### src/rtl/mult_retire_pkg.sv
// mult_retire_pkg: shared types and constants for the multiplier retire path.
//   DEF_PPL_STAGE : default multiplier latency in cycles
//   REG_AW        : register-address width
//   mult_type_e   : multiply signedness codes
//   slot_t        : one tracking-pipeline slot
//   wb_ent_t      : one buffered writeback entry
package mult_retire_pkg;

    localparam int DEF_PPL_STAGE = 3;
    localparam int REG_AW        = 5;
    localparam int XLEN          = 32;

    typedef enum logic [1:0] {
        MULT_SXS = 2'b00,
        MULT_SXU = 2'b01,
        MULT_UXU = 2'b10,
        MULT_RSV = 2'b11   // reserved, retires as UxU
    } mult_type_e;

    typedef struct packed {
        logic              vld;
        mult_type_e        typ;
        logic              hi;
        logic [REG_AW-1:0] rd;
    } slot_t;

    typedef struct packed {
        logic [REG_AW-1:0] rd;
        logic [XLEN-1:0]   data;
    } wb_ent_t;

    function automatic logic [XLEN-1:0] sel_half(input logic [63:0] p, input logic hi);
        return hi ? p[63:32] : p[31:0];
    endfunction

    function automatic logic [31:0] rd_onehot(input logic [REG_AW-1:0] rd);
        return 32'd1 << rd;
    endfunction

endpackage

### src/rtl/mult_retire_fifo.sv
// mult_retire_fifo: result buffer between the multiplier and writeback.
//   clk, rst      : clock, async active-low reset
//   flush         : empty the buffer on the next edge (wins over push)
//   push, push_ent: enqueue one result
//   pop_ready     : consumer accepts the head entry this cycle
//   head_vld/head : head entry (zeroed when empty)
//   cnt           : number of valid entries
//   ent_vld/ent_rd: per-entry valid and destination, for the busy mask
module mult_retire_fifo
    import mult_retire_pkg::*;
#(
    parameter int DEPTH = 4
) (
    input  logic                          clk,
    input  logic                          rst,
    input  logic                          flush,
    input  logic                          push,
    input  wb_ent_t                       push_ent,
    input  logic                          pop_ready,
    output logic                          head_vld,
    output wb_ent_t                       head,
    output logic [$clog2(DEPTH):0]        cnt,
    output logic [DEPTH-1:0]              ent_vld,
    output logic [DEPTH-1:0][REG_AW-1:0]  ent_rd
);

    localparam int AW = $clog2(DEPTH);

    wb_ent_t [DEPTH-1:0] mem;
    logic    [AW-1:0]    wr_ptr, rd_ptr;
    logic                pop;

    assign head_vld = (cnt != '0);
    assign pop      = head_vld && pop_ready;
    assign head     = head_vld ? mem[rd_ptr] : '0;

    always_comb begin
        for (int i = 0; i < DEPTH; i++) ent_rd[i] = mem[i].rd;
    end

    // Pointers are AW bits wide, so wrap is the natural modulo-DEPTH overflow.
    always_ff @(posedge clk or negedge rst) begin
        if (!rst) begin
            mem     <= '0;
            wr_ptr  <= '0;
            rd_ptr  <= '0;
            cnt     <= '0;
            ent_vld <= '0;
        end else if (flush) begin
            wr_ptr  <= '0;
            rd_ptr  <= '0;
            cnt     <= '0;
            ent_vld <= '0;
        end else begin
            // Clear on pop before set on push so a same-slot push survives.
            if (pop) begin
                ent_vld[rd_ptr] <= 1'b0;
                rd_ptr          <= rd_ptr + 1'b1;
            end
            if (push) begin
                mem[wr_ptr]     <= push_ent;
                ent_vld[wr_ptr] <= 1'b1;
                wr_ptr          <= wr_ptr + 1'b1;
            end
            cnt <= cnt + (AW+1)'(push) - (AW+1)'(pop);
        end
    end

endmodule

### src/rtl/mult_retire.sv
// mult_retire: retire side of the pipelined multiplier.
// Tracks accepted multiplies through a MULT_PPL_STAGE-deep shift register,
// captures the selected product half when the last slot lines up with the
// multiplier output, buffers it, and hands it to writeback over valid/ready.
//   issue_*  : issue handshake and per-op fields; issue_ready_o is credit
//   p_*_i    : multiplier product outputs (SxS, SxU, UxU)
//   wb_*     : writeback handshake, rd and data of the head result
//   busy_mask_o : destinations with a result in flight or buffered
//   flush_i  : drop everything in flight and buffered on the next edge
module mult_retire
    import mult_retire_pkg::*;
#(
    parameter int MULT_PPL_STAGE = DEF_PPL_STAGE,
    parameter int FIFO_DEPTH     = 4
) (
    input  logic              clk,
    input  logic              rst,
    input  logic              flush_i,
    input  logic              issue_valid_i,
    output logic              issue_ready_o,
    input  logic [1:0]        issue_type_i,
    input  logic              issue_hi_i,
    input  logic [REG_AW-1:0] issue_rd_addr_i,
    input  logic [63:0]       p_sxs_i,
    input  logic [63:0]       p_sxu_i,
    input  logic [63:0]       p_uxu_i,
    output logic              wb_valid_o,
    input  logic              wb_ready_i,
    output logic [REG_AW-1:0] wb_rd_addr_o,
    output logic [XLEN-1:0]   wb_data_o,
    output logic [31:0]       busy_mask_o
);

    localparam int FCW = $clog2(FIFO_DEPTH) + 1;
    localparam int CW  = $clog2(FIFO_DEPTH + MULT_PPL_STAGE + 1) + 1;

    slot_t [MULT_PPL_STAGE-1:0]          pipe;
    slot_t                               last;
    logic  [CW-1:0]                      inflight_cnt;
    logic  [FCW-1:0]                     fifo_cnt;
    logic                                fire, push;
    logic  [63:0]                        prod;
    wb_ent_t                             push_ent, head;
    logic  [FIFO_DEPTH-1:0]              ent_vld;
    logic  [FIFO_DEPTH-1:0][REG_AW-1:0]  ent_rd;

    // Credit counts every slot, including x0 ops, so the FIFO never overflows.
    assign issue_ready_o = (inflight_cnt + CW'(fifo_cnt)) < CW'(FIFO_DEPTH);
    assign fire          = issue_valid_i && issue_ready_o && !flush_i;

    assign last = pipe[MULT_PPL_STAGE-1];
    assign push = last.vld && (last.rd != '0);

    always_comb begin
        prod = p_uxu_i;
        case (last.typ)
            MULT_SXS: prod = p_sxs_i;
            MULT_SXU: prod = p_sxu_i;
            default:  prod = p_uxu_i;
        endcase
    end

    assign push_ent = '{rd: last.rd, data: sel_half(prod, last.hi)};

    always_ff @(posedge clk or negedge rst) begin
        if (!rst) begin
            pipe         <= '0;
            inflight_cnt <= '0;
        end else begin
            pipe[0] <= '{vld: fire, typ: mult_type_e'(issue_type_i),
                         hi: issue_hi_i, rd: issue_rd_addr_i};
            for (int k = 1; k < MULT_PPL_STAGE; k++) pipe[k] <= pipe[k-1];
            if (flush_i) begin
                for (int k = 0; k < MULT_PPL_STAGE; k++) pipe[k].vld <= 1'b0;
                inflight_cnt <= '0;
            end else begin
                inflight_cnt <= inflight_cnt + CW'(fire) - CW'(last.vld);
            end
        end
    end

    mult_retire_fifo #(.DEPTH(FIFO_DEPTH)) u_fifo (
        .clk       (clk),
        .rst       (rst),
        .flush     (flush_i),
        .push      (push),
        .push_ent  (push_ent),
        .pop_ready (wb_ready_i),
        .head_vld  (wb_valid_o),
        .head      (head),
        .cnt       (fifo_cnt),
        .ent_vld   (ent_vld),
        .ent_rd    (ent_rd)
    );

    assign wb_rd_addr_o = head.rd;
    assign wb_data_o    = head.data;

    always_comb begin
        busy_mask_o = '0;
        for (int k = 0; k < MULT_PPL_STAGE; k++)
            if (pipe[k].vld) busy_mask_o = busy_mask_o | rd_onehot(pipe[k].rd);
        for (int i = 0; i < FIFO_DEPTH; i++)
            if (ent_vld[i]) busy_mask_o = busy_mask_o | rd_onehot(ent_rd[i]);
        busy_mask_o[0] = 1'b0;
    end

endmodule
### config.mk
export PLATFORM = sky130hd
export DESIGN_NAME = mult_retire
export DESIGN_NICKNAME = d
export VERILOG_FILES = /design/src/rtl/mult_retire_pkg.sv /design/src/rtl/mult_retire_fifo.sv /design/src/rtl/mult_retire.sv
export SDC_FILE = /design/constraint.sdc
export NUM_CORES = 1
export LEC_CHECK = 0
export ABC_CLOCK_PERIOD_IN_PS = 4100
export CORE_ASPECT_RATIO = 0.5
export CORE_UTILIZATION = 51
export CTS_CLUSTER_DIAMETER = 60
export DETAILED_ROUTE_END_ITERATION = 8
export PLACE_DENSITY_LB_ADDON = 0.1
export SKIP_CTS_REPAIR_TIMING = 1
export SLEW_MARGIN = 40
export SYNTH_ARGS = -nofsm -noshare
export SYNTH_HDL_FRONTEND = slang
export SYNTH_SLANG_ARGS = --single-unit
### constraint.sdc
create_clock -name clk -period 4.1 [get_ports clk]
set_clock_uncertainty 0.05 [all_clocks]
set_input_delay 1.23 -clock clk [delete_from_list [all_inputs] [get_ports clk]]
set_output_delay 1.23 -clock clk [all_outputs]
set_load 0.1 [all_outputs]
# Word-level counts from Yosys, hierarchy flattened

Index checks and enable logic that the tools add are counted.

Bits in registers: 190
Word-level logic and storage cells: 100

Add/subtract/negate cells: 7
Magnitude comparators: 5
Eq/ne operators: 1
Shift operators: 7
Mux-type cells: 32
Bitwise gates (word level): 10
Reduce and logical (&&, ||, !) cells: 13

Operators by type and width:

| cell                                                               | count |
|---|---|
| two-way mux 32 bit                                                 | 8 |
| << shifter 1 x 5 -> 32 bit (first input constant)                  | 7 |
| bitwise OR 32 bit                                                  | 6 |
| bitwise mux 148 bit                                                | 1 |
| case mux 64 bit (2 select lines)                                   | 1 |
| two-way mux 37 bit                                                 | 3 |
| binary-select mux 37 bit (select 2 bit)                            | 1 |
| demux 37 bit (select 2 bit)                                        | 1 |
| two-way mux 4 bit                                                  | 5 |
| two-way mux 2 bit                                                  | 4 |
| logical AND 1 bit                                                  | 6 |
| < comparator 2 x 3 -> 1 bit (second input constant)                | 2 |
| two-way mux 1 bit                                                  | 5 |
| nonzero test 5 bit                                                 | 1 |
| adder 2 x 1 -> 2 bit (second input constant)                       | 2 |
| adder 4 x 1 -> 4 bit                                               | 1 |
| adder 4 x 3 -> 4 bit                                               | 1 |
| bitwise AND 4 bit                                                  | 1 |
| demux 1 bit (select 2 bit)                                         | 2 |
| greater-or-equal comparator 2 x 1 -> 1 bit (second input constant) | 2 |
| < comparator 4 x 3 -> 1 bit (second input constant)                | 1 |
| NOT 4 bit                                                          | 1 |
| bitwise OR 4 bit                                                   | 1 |
| nonzero test 2 bit                                                 | 2 |
| 10 further kinds                                                   | 10 |

# Logic depth before layout (Yosys ltp)

Gate-level depths: netlist (run 1).

Depth after elaboration: 14
Depth in mapped cells: 12

# Hierarchy

From an unflattened synthesis (run 1), not the netlist that was laid out.

Cells, all modules: 995
Area total of the unflattened synthesis: 12,293.0 um^2

By module, submodules not included:

| module           | instances | cells each | area an instance (um^2) |
|---|---|---|---|
| mult_retire_fifo | 1         | 484        | 7,920.1 |
| mult_retire      | 1         | 511        | 4,372.9 |

# Worst setup path after synthesis (run 1)

Ideal clock, no wire load.

Path type: register to output
From: register pipe (netlist bit last[8])
To: output busy_mask_o[3]
Arrival: 2.618 ns
Required time: 2.820 ns
Path slack: 0.202 ns
Stages on the path, launching flop included: 4
Buffers on the path: 1
Path through: dfrtp_1 > buf_2 > or3b_1 > o211ai_1

Word-level cells in the longest chain between the ends: 9

RTL lines:

| element              | RTL line           | text |
|---|---|---|
| from (decl)          | mult_retire.sv:37  | `slot_t [MULT_PPL_STAGE-1:0] pipe;` |
| two-way mux 32 bit * | mult_retire.sv:102 | `if (pipe[k].vld) busy_mask_o = busy_mask_o \| rd_onehot(pipe[k].rd);` |
| bitwise OR 32 bit    | mult_retire.sv:104 | `if (ent_vld[i]) busy_mask_o = busy_mask_o \| rd_onehot(ent_rd[i]);` |
| two-way mux 32 bit * | mult_retire.sv:104 |  |
| bitwise OR 32 bit    | mult_retire.sv:104 |  |
| two-way mux 32 bit * | mult_retire.sv:104 |  |
| bitwise OR 32 bit    | mult_retire.sv:104 |  |
| two-way mux 32 bit * | mult_retire.sv:104 |  |
| bitwise OR 32 bit    | mult_retire.sv:104 |  |
| two-way mux 32 bit * | mult_retire.sv:104 |  |
| to (decl)            | mult_retire.sv:31  | `output logic [31:0] busy_mask_o` |

Every way passes the cells marked *; elsewhere a longest branch is shown, timed or not.

# Final worst setup path (run 1)

From: register pipe (netlist bit last[4])
To: output busy_mask_o[14]

Word-level cells in the longest chain between the ends: 11

RTL lines:

| element                      | RTL line              | text |
|---|---|---|
| << shifter 1 x 5 -> 32 bit * | mult_retire_pkg.sv:37 | `return 32'd1 << rd;` |
| bitwise OR 32 bit *          | mult_retire.sv:102    |  |
| two-way mux 32 bit *         | mult_retire.sv:102    |  |
| bitwise OR 32 bit            | mult_retire.sv:104    |  |
| two-way mux 32 bit *         | mult_retire.sv:104    |  |
| bitwise OR 32 bit            | mult_retire.sv:104    |  |
| two-way mux 32 bit *         | mult_retire.sv:104    |  |
| bitwise OR 32 bit            | mult_retire.sv:104    |  |
| two-way mux 32 bit *         | mult_retire.sv:104    |  |
| bitwise OR 32 bit            | mult_retire.sv:104    |  |
| two-way mux 32 bit *         | mult_retire.sv:104    |  |

Marked as above.

==> impl_metrics.yaml, run 1 <==
run_status:
  outcome: "completed"
sta:
  setup_tns_ps: 0
  final-setup-viol-count: 0
  hold_viol: 0
  tightest_slew_ps: 834
  finalMaxSlewViolations: 0
  final.min_clock_period_ps: 3770
  grt_setup_unrepaired: "no"
  post-route-period-util_pct: 92.0
  max_freq_mhz: 265
  slew_headroom_pct: 43.9
die:
  fp-row-count: 38
  core_um2: 21700
  die_area_um2: 22800
  die_w_um: 213
  die_y_um: 107
  start_util_pct: 52.1
  pin_count: 276
critical_path:
  path_class: "reg -> out"
  critical-path-top-delay-family: "flip-flops"
  worst-path-buf-inv: 1
  cp-end-kind: "output pin"
  worstPathCellList: "or2_2 > nor3_1 > a211oi_1 > o211ai_1 > buf_4"
  cpMaxStageDelayCell: "dfrtp_1"
  arrival_ps: 2490
  crit_path_start_kind: "flip-flop"
  critPathMaxStageDelay_ps: 690
  crit_path_max_fanout: 11
  worstPathRequired_ps: 2820
  r2r_start: "inflight_cnt[1]$_DFF_PN0_"
  startpoint: "last[4]$_DFF_PN0_"
grt:
  grt_pass1_wl_um: 62000
  grt_overflow_total: 0
  grt_use_total_pct: 36.4
  grt_pass1_vias: 11000
  antenna_found_initial: 0
  grt_max_degree: 78
final_layout:
  final_cell_mix: "clkdlybuf4s50_1, dfrtp_1, nand2_1"
  diodes: 0
  utilization_pct: 69.0
  layout.cells.most_common: "clkdlybuf4s50_1"
  nets: 1605
  synthToLayoutAreaGrowth_pct: 32.3
  drive_gt1_share_pct: 13.6
  instances_no_fill: 1695
synthesis:
  yosysTopAreaCellShare_pct: 42.1
  async_reset_ff_share_pct: 100
  yosys.area.top_type: "dfrtp_1"
  ys_ff_latch: 190
  syn_nets: 1381
  synth_cell_types: 63
  synth.area.top_cells: "dfrtp_1, mux4_2, o21ai_0, mux2i_1, nand2_1"
  synth_edf_count: 0
  yosysWarnings: 0
  synthCells: 1158
  yosysSeqAreaShare_pct: 42.1
  ys.flop_type: "dfrtp_1"
  syn-cell-area_um2: 11300
  syn_area_per_cell_um2: 9.76
route:
  wl_um: 40200
  ant_nets: 0
  drt_iter0_markers: 1129
  route.met3.wl_um: 3340
  met1_length_um: 15800
  drc: 0
  routed.top_layer: "met4"
  dr_total_vias: 10800
  wl_met2_um: 19600
  wire_per_inst_um: 23.7
  viasPerCell: 6.37
  detail_route.first_pass.iterations: 6
clock_network:
  cts-root-buf: "clkbuf_16"
  clock_latency_ps: 450
  numCtsBuffers: 17
  cts_tree: "built"
  cts.sink_count: 190
  cts_max_level: 4
  clock_path_buffers: 2
  clkTransAtPathRegs_ps: 80
power:
  total_power_mw: 7.92
  peakVddDrop_mv: 0.410
  powerDensity_nw_per_um2: 529
  power_leakage_nw: 6.33
placed_design:
  io_buffers: 274
  placedCellCount: 1663
  gp_congestion: 0.979
  dp_hpwl_um: 28100
worst_hold_path:
  min_path_type: "reg -> reg"
  min_from: "pipe[14]$_DFF_PN0_"
run:
  cap_violations: 0
## cell type report
type                       count  area [um2]
fill                        1622        6730
multi-input combinational    858        6050
sequential                   190        4760
timing repair buffer         298        3070
clock buffer                  18         429
tap                          300         375
clock inverter                14         203
inverter                      17        63.8
## routing by layer
metal / global-route usage, % / vias to the layer above
met5: 0 / -
met4: 14.6 / 0
met3: 7.79 / 108
met2: 60.7 / 596
met1: 46.5 / 5363
li1: - / 4724
## synth_stat cells (11+ instances only)
library cell / count
a21oi_1: 17
a221o_1: 33
and2_1: 42
buf_2: 29
clkbuf_1: 46
dfrtp_1: 190
ha_1: 16
inv_1: 16
mux2_1: 12
mux2i_1: 65
mux4_2: 37
nand2_1: 162
nand2b_1: 14
nand3_1: 34
nand3b_1: 17
nor2_1: 61
nor2b_1: 17
o21ai_0: 132
o22ai_1: 64
or3b_2: 11
## registers in the layout, indices dropped and copies added (netlist names)
register	cells
pipe	18
u_fifo.rd_ptr	2
last	9
u_fifo.wr_ptr	2
u_fifo.ent_rd	20
u_fifo.cnt	3
u_fifo.mem	128
u_fifo.ent_vld	4
inflight_cnt	4
## path summary, 6_finish.rpt
kind,depth (start not counted),to,slack (ps)
hold reg to reg,0,last[5]$_DFF_PN0_,300
setup reg to reg,11,inflight_cnt[2]$_DFF_PN0_,1090
hold / removal,0,last[5]$_DFF_PN0_,300
setup / recovery,5,busy_mask_o[14],330
max in group asynchronous,2,u_fifo.mem[61]$_DFFE_PN0P_,2430
min in group asynchronous,1,pipe[0]$_DFF_PN0_,730
## worst reg2reg max path, delay by kind of cell, from the launching register on
family,cells,cell delay (ps)
flip-flops,1,430
XOR/XNOR,1,160
AO/OA/AOI/OAI,2,340
AND/OR/NAND/NOR,3,690
adder cells (fa/ha/maj),4,1190
buffers and inverters,1,40
## power breakdown
group          switching [mW]  total [mW]  internal, mW
Combinational            2.41        3.76          1.34
Sequential              0.259        2.39          2.13
Clock                   0.790        1.78         0.987
Total                    3.46        7.92          4.46
## metrics by stage
step                cell area (um2)  worst slack, ps  hold WS [ps]
floorplan                     11300              202           281
detailed placement            14300              636           286
CTS                           15000              368           304
finish                        15000              326           303
global route                  15000              241           307
global placement              14300              639           282
## cell families after synthesis
kind of cell             after synthesis  share of synthesized area, %
other                                  1                        0.0332
XOR/XNOR                               8                         0.620
AO/OA/AOI/OAI                        309                          18.3
adder cells (fa/ha/maj)               18                          2.13
buffers and inverters                110                          4.43
flip-flops                           190                          42.1
multiplexers                         118                          14.7
AND/OR/NAND/NOR                      404                          17.7
No activity file was read; power rests on OpenSTA's default activity.
==> inputs of run 2 (changes only) <==
- CORE_MARGIN: default -> 3
==> run 2 against run 1 <==
Effect of this change:
- maximum frequency shrank 1.8%
- largest cell class unchanged
- design area about the same
- via count increased by 3.3%
- count of clock-buffer cells in the layout unchanged
- clock power fell by 6%
- hold slack about the same
- sequential share of layout area about the same
- utilization up 1.7 points
- cell count grew 0.29%
==> impl_metrics.yaml, run 2 (synthesis results as in run 1) <==
route:
  viasPerCell: 6.56
  drc: 0
  drt_iter0_markers: 1392
  ant_nets: 0
  dr_total_vias: 11100
  wl_um: 43200
  wire_per_inst_um: 25.4
  detail_route.first_pass.iterations: 7
final_layout:
  regMostFlops: "u_fifo.mem"
  diodes: 0
  fillCellCount: 1439
  synthToLayoutAreaGrowth_pct: 32.4
  drive_gt1_share_pct: 14.5
  layout.cells.most_common: "clkdlybuf4s50_1"
  nets: 1618
  seqCellArea_um2: 4760
  design_area_um2: 15000
  final_cell_mix: "clkdlybuf4s50_1, dfrtp_1, nand2_1"
  multi_input_area_um2: 6050
  utilization_pct: 70.7
  largest_reg_flops: 128
sta:
  final-setup-viol-count: 0
  post-route-period-util_pct: 93.7
  finalMaxSlewViolations: 0
  final.min_clock_period_ps: 3840
  grt_setup_unrepaired: "no"
  max_freq_mhz: 260
  hold_viol: 0
  setup_tns_ps: 0
  tightest_slew_ps: 804
  slew_headroom_pct: 46.3
grt:
  grt_pass1_wl_um: 67100
  grt_max_degree: 95
  grt_overflow_total: 0
  grt_pass1_vias: 11300
  antenna_found_initial: 0
  grt_use_total_pct: 36.1
die:
  die_area_um2: 24100
  die_y_um: 111
  start_util_pct: 53.4
  die_w_um: 217
  fp-row-count: 37
  core_um2: 21200
  pin_count: 276
critical_path:
  cpMaxStageDelayCell: "nor3b_1"
  critPathMaxStageDelay_ps: 690
  ff2ff_setup_slack_ps: 1060
  critical-path-top-delay-family: "simple AND/OR/NAND/NOR gates"
  crit_path_start_kind: "flip-flop"
  worst-path-buf-inv: 1
  arrival_ps: 2560
  crit_path_max_fanout: 7
  path_class: "reg -> out"
  cp-end-kind: "output pin"
  worstPathCellList: "nand2b_1 > nor3b_1 > a221oi_1 > nand3_1 > buf_4"
  worstPathRequired_ps: 2820
power:
  total_power_mw: 7.82
  power_leakage_nw: 6.38
  peakVddDrop_mv: 0.384
  powerDensity_nw_per_um2: 523
placed_design:
  dp_hpwl_um: 30500
  gp_congestion: 0.979
  io_buffers: 274
  dpl_cell_area_um2: 14300
worst_hold_path:
  min_path_type: "reg -> reg"
clock_network:
  cts_max_level: 4
  cts_tree: "built"
  cts.sink_count: 190
  clkTransAtPathRegs_ps: 80
  clock_path_buffers: 2
  cts-root-buf: "clkbuf_16"
  numCtsBuffers: 17
  clock_latency_ps: 450
run:
  cap_violations: 0
run_status:
  outcome: "completed"
-- run 2: changes by cell type in the layout (fill, tap and decap cells not counted) --
cell / previous run / this run
bufinv_16: 3 / 1
buf_16: 0 / 1
clkinv_4: 0 / 1
nand2_1: 162 / 161
buf_8: 1 / 3
buf_12: 25 / 18
clkinv_8: 2 / 3
nand2_2: 0 / 1
inv_6: 3 / 4
buf_4: 68 / 85
clkinvlp_4: 2 / 1
-- run 2: layout make-up --
class	instances	area share, %
tap	292	2.44
clock inverter	14	1.13
clock buffer	18	2.87
timing repair buffer	311	20.8
sequential	190	31.8
inverter	17	0.427
multi-input combinational	858	40.5
-- run 2: routing by layer --
metal	share of wire (%)	routed length [um]	global-route usage, %
met3	8.7	3750	8.43
met5	0	0	0
met2	49	21100	60.2
met4	3.7	1600	12.5
met1	39	16800	46.5
-- run 2: final timing paths --
check                      cells after the start                           to                          from
max                                            5              busy_mask_o[17]  u_fifo.ent_rd[3]$_DFFE_PN0P_
min                                            0            last[5]$_DFF_PN0_            pipe[14]$_DFF_PN0_
max reg2reg                                   11    inflight_cnt[2]$_DFF_PN0_     inflight_cnt[1]$_DFF_PN0_
min reg2reg                                    0            last[5]$_DFF_PN0_            pipe[14]$_DFF_PN0_
max in group asynchronous                      3   u_fifo.mem[94]$_DFFE_PN0P_                           rst
min in group asynchronous                      1  u_fifo.mem[139]$_DFFE_PN0P_                           rst
-- run 2: power by group --
group / total (mW) / internal [mW] / leakage [nW] / switching, mW
clock network: 1.68 / 0.872 / 0.290 / 0.812
logic: 3.67 / 1.29 / 3.55 / 2.38
registers: 2.46 / 2.12 / 2.54 / 0.336
-- run 2: stage by stage --
step / instances / hold slack, ps / setup slack [ps]
3_5_place_dp: 1666 / 287 / 593
5_1_grt: 1700 / 315 / 156
3_3_place_gp: 1663 / 283 / 618
4_1_cts: 1698 / 304 / 311
2_1_floorplan: 1158 / 281 / 202
6_report: 1700 / 303 / 258
==> inputs of run 3 (changes only) <==
- ABC_CLOCK_PERIOD_IN_PS: 4100 -> 3800
- CELL_PAD_IN_SITES_DETAIL_PLACEMENT: default -> 1
- CELL_PAD_IN_SITES_GLOBAL_PLACEMENT: default -> 1
- CORE_UTILIZATION: 51 -> 38
- clock period: 4.1 -> 3.8 ns (I/O delays scaled with it)
==> run 3 against run 2 <==
Effect of this change:
- wire length rose by 6.0%
- combinational power is 19% higher
- sequential share of layout area is 1.1 points lower
- sequential cell count unchanged
- register-to-register slack worse by 330 ps
- non-clock buffer count rose by 2
- first-iteration DRC count decreased by 44%
- utilization fell by 16 points
- clock power rose by 7%
- cell count increased by 5.4%
- global-route usage fell by 7.4 points
- design area rose by 3.7%
- critical endpoint is now busy_mask_o[25]
- largest power group unchanged
==> impl_metrics.yaml, run 3 (synthesis results as in run 1) <==
clock_network:
  cts_tree: "built"
  clkTransAtPathRegs_ps: 80
  cts_max_level: 4
  cts.sink_count: 190
  cts-root-buf: "clkbuf_16"
  clock_path_buffers: 2
  clock_latency_ps: 450
  numCtsBuffers: 17
power:
  power_leakage_nw: 6.49
  total_power_mw: 8.74
  peakVddDrop_mv: 0.396
  powerDensity_nw_per_um2: 564
placed_design:
  placedCellCount: 1759
  gp_congestion: 0.961
  dp_hpwl_um: 33800
  io_buffers: 274
  pre_cts_slack_ps: 323
sta:
  final-setup-viol-count: 0
  max_freq_mhz: 270
  tightest_slew_ps: 798
  finalMaxSlewViolations: 0
  final.min_clock_period_ps: 3700
  timing.final.ws_setup_ps: 96.6
  hold_viol: 0
  post-route-period-util_pct: 97.5
  setup_tns_ps: 0
  grt_setup_unrepaired: "no"
  slew_headroom_pct: 46.8
critical_path:
  r2r_start: "inflight_cnt[1]$_DFF_PN0_"
  worstPathRequired_ps: 2610
  arrival_ps: 2510
  crit_path_start_kind: "flip-flop"
  reg2regPathDepth: 11
  crit_path_max_fanout: 13
  path_class: "reg -> out"
  cp-end-kind: "output pin"
  ff2ff_setup_slack_ps: 730
  worstReg2RegEnd: "inflight_cnt[2]$_DFF_PN0_"
die:
  start_util_pct: 39.7
  die_y_um: 128
  die_area_um2: 32000
  pin_count: 276
  fp-row-count: 43
  die_w_um: 250
  core_um2: 28500
final_layout:
  instances_no_fill: 1792
  nets: 1620
  largest_reg_flops: 128
  utilization_pct: 54.5
  diodes: 0
  synthToLayoutAreaGrowth_pct: 37.3
  seqCellArea_um2: 4760
  layout.cells.most_common: "clkdlybuf4s50_1"
  drive_gt1_share_pct: 14.8
  fillCellCount: 3106
  regMostFlops: "u_fifo.mem"
  multi_input_area_um2: 6070
  final_cell_mix: "clkdlybuf4s50_1, dfrtp_1, nand2_1"
route:
  wl_um: 45800
  drt_iter0_markers: 777
  detail_route.first_pass.iterations: 5
  viasPerCell: 6.02
  wire_per_inst_um: 25.6
  dr_total_vias: 10800
  drc: 0
  ant_nets: 0
grt:
  grt_pass1_vias: 11900
  antenna_found_initial: 0
  grt_use_total_pct: 28.8
  grt_pass1_wl_um: 70700
  grt_overflow_total: 0
  grt_max_degree: 74
worst_hold_path:
  hold_path_end: "pipe[16]$_DFF_PN0_"
  worstHoldPathCells: 0
  min_from: "pipe[7]$_DFF_PN0_"
  min_path_type: "reg -> reg"
run_status:
  outcome: "completed"
run:
  cap_violations: 0
run 3: power by group:
part	internal, mW	leakage, nW	switching (mW)
Combinational	1.69	3.66	2.68
Clock	0.886	0.287	0.910
Sequential	2.29	2.54	0.288
run 3: worst max path at each step:
stage / from / endpoint / slack, ps
2_1_floorplan: last[8]$_DFF_PN0_ / busy_mask_o[3] / 5
3_3_place_gp: flush_i / inflight_cnt[2]$_DFF_PN0_ / 390
3_5_place_dp: flush_i / inflight_cnt[2]$_DFF_PN0_ / 320
4_1_cts: pipe[13]$_DFF_PN0_ / busy_mask_o[5] / 100
5_1_grt: pipe[13]$_DFF_PN0_ / busy_mask_o[14] / 10
6_report: u_fifo.ent_rd[11]$_DFFE_PN0P_ / busy_mask_o[25] / 100
run 3: area by class of cell:
class,instances,area share [%]
Sequential cell,190,30.7
Tap cell,382,3.08
Clock inverter,15,1.05
Timing Repair Buffer,313,22.9
Inverter,17,0.411
Multi-Input combinational cell,858,39.1
Clock buffer,17,2.74
run 3: worst max-delay path, cell delays in order (launching register included):
cell and delay [ps]:
dfrtp_1 760, nand2b_1 320, nor2_1 80, a211oi_1 350
o211ai_1 250, buf_4 300
run 3: layer usage:
metal | GRT usage [%] | part of all wire [%]
met2 | 51.0 | 50
met5 | 0 | 0
met4 | 10.2 | 3.3
met1 | 35.6 | 41
met3 | 5.03 | 5.8
run 3: per-stage QoR:
step                cell area (um2)  hold WS (ps)
floorplan                     11300           281
global placement              14900           281
detailed placement            14900           287
CTS                           15500           311
global route                  15500           316
finish                        15500           310
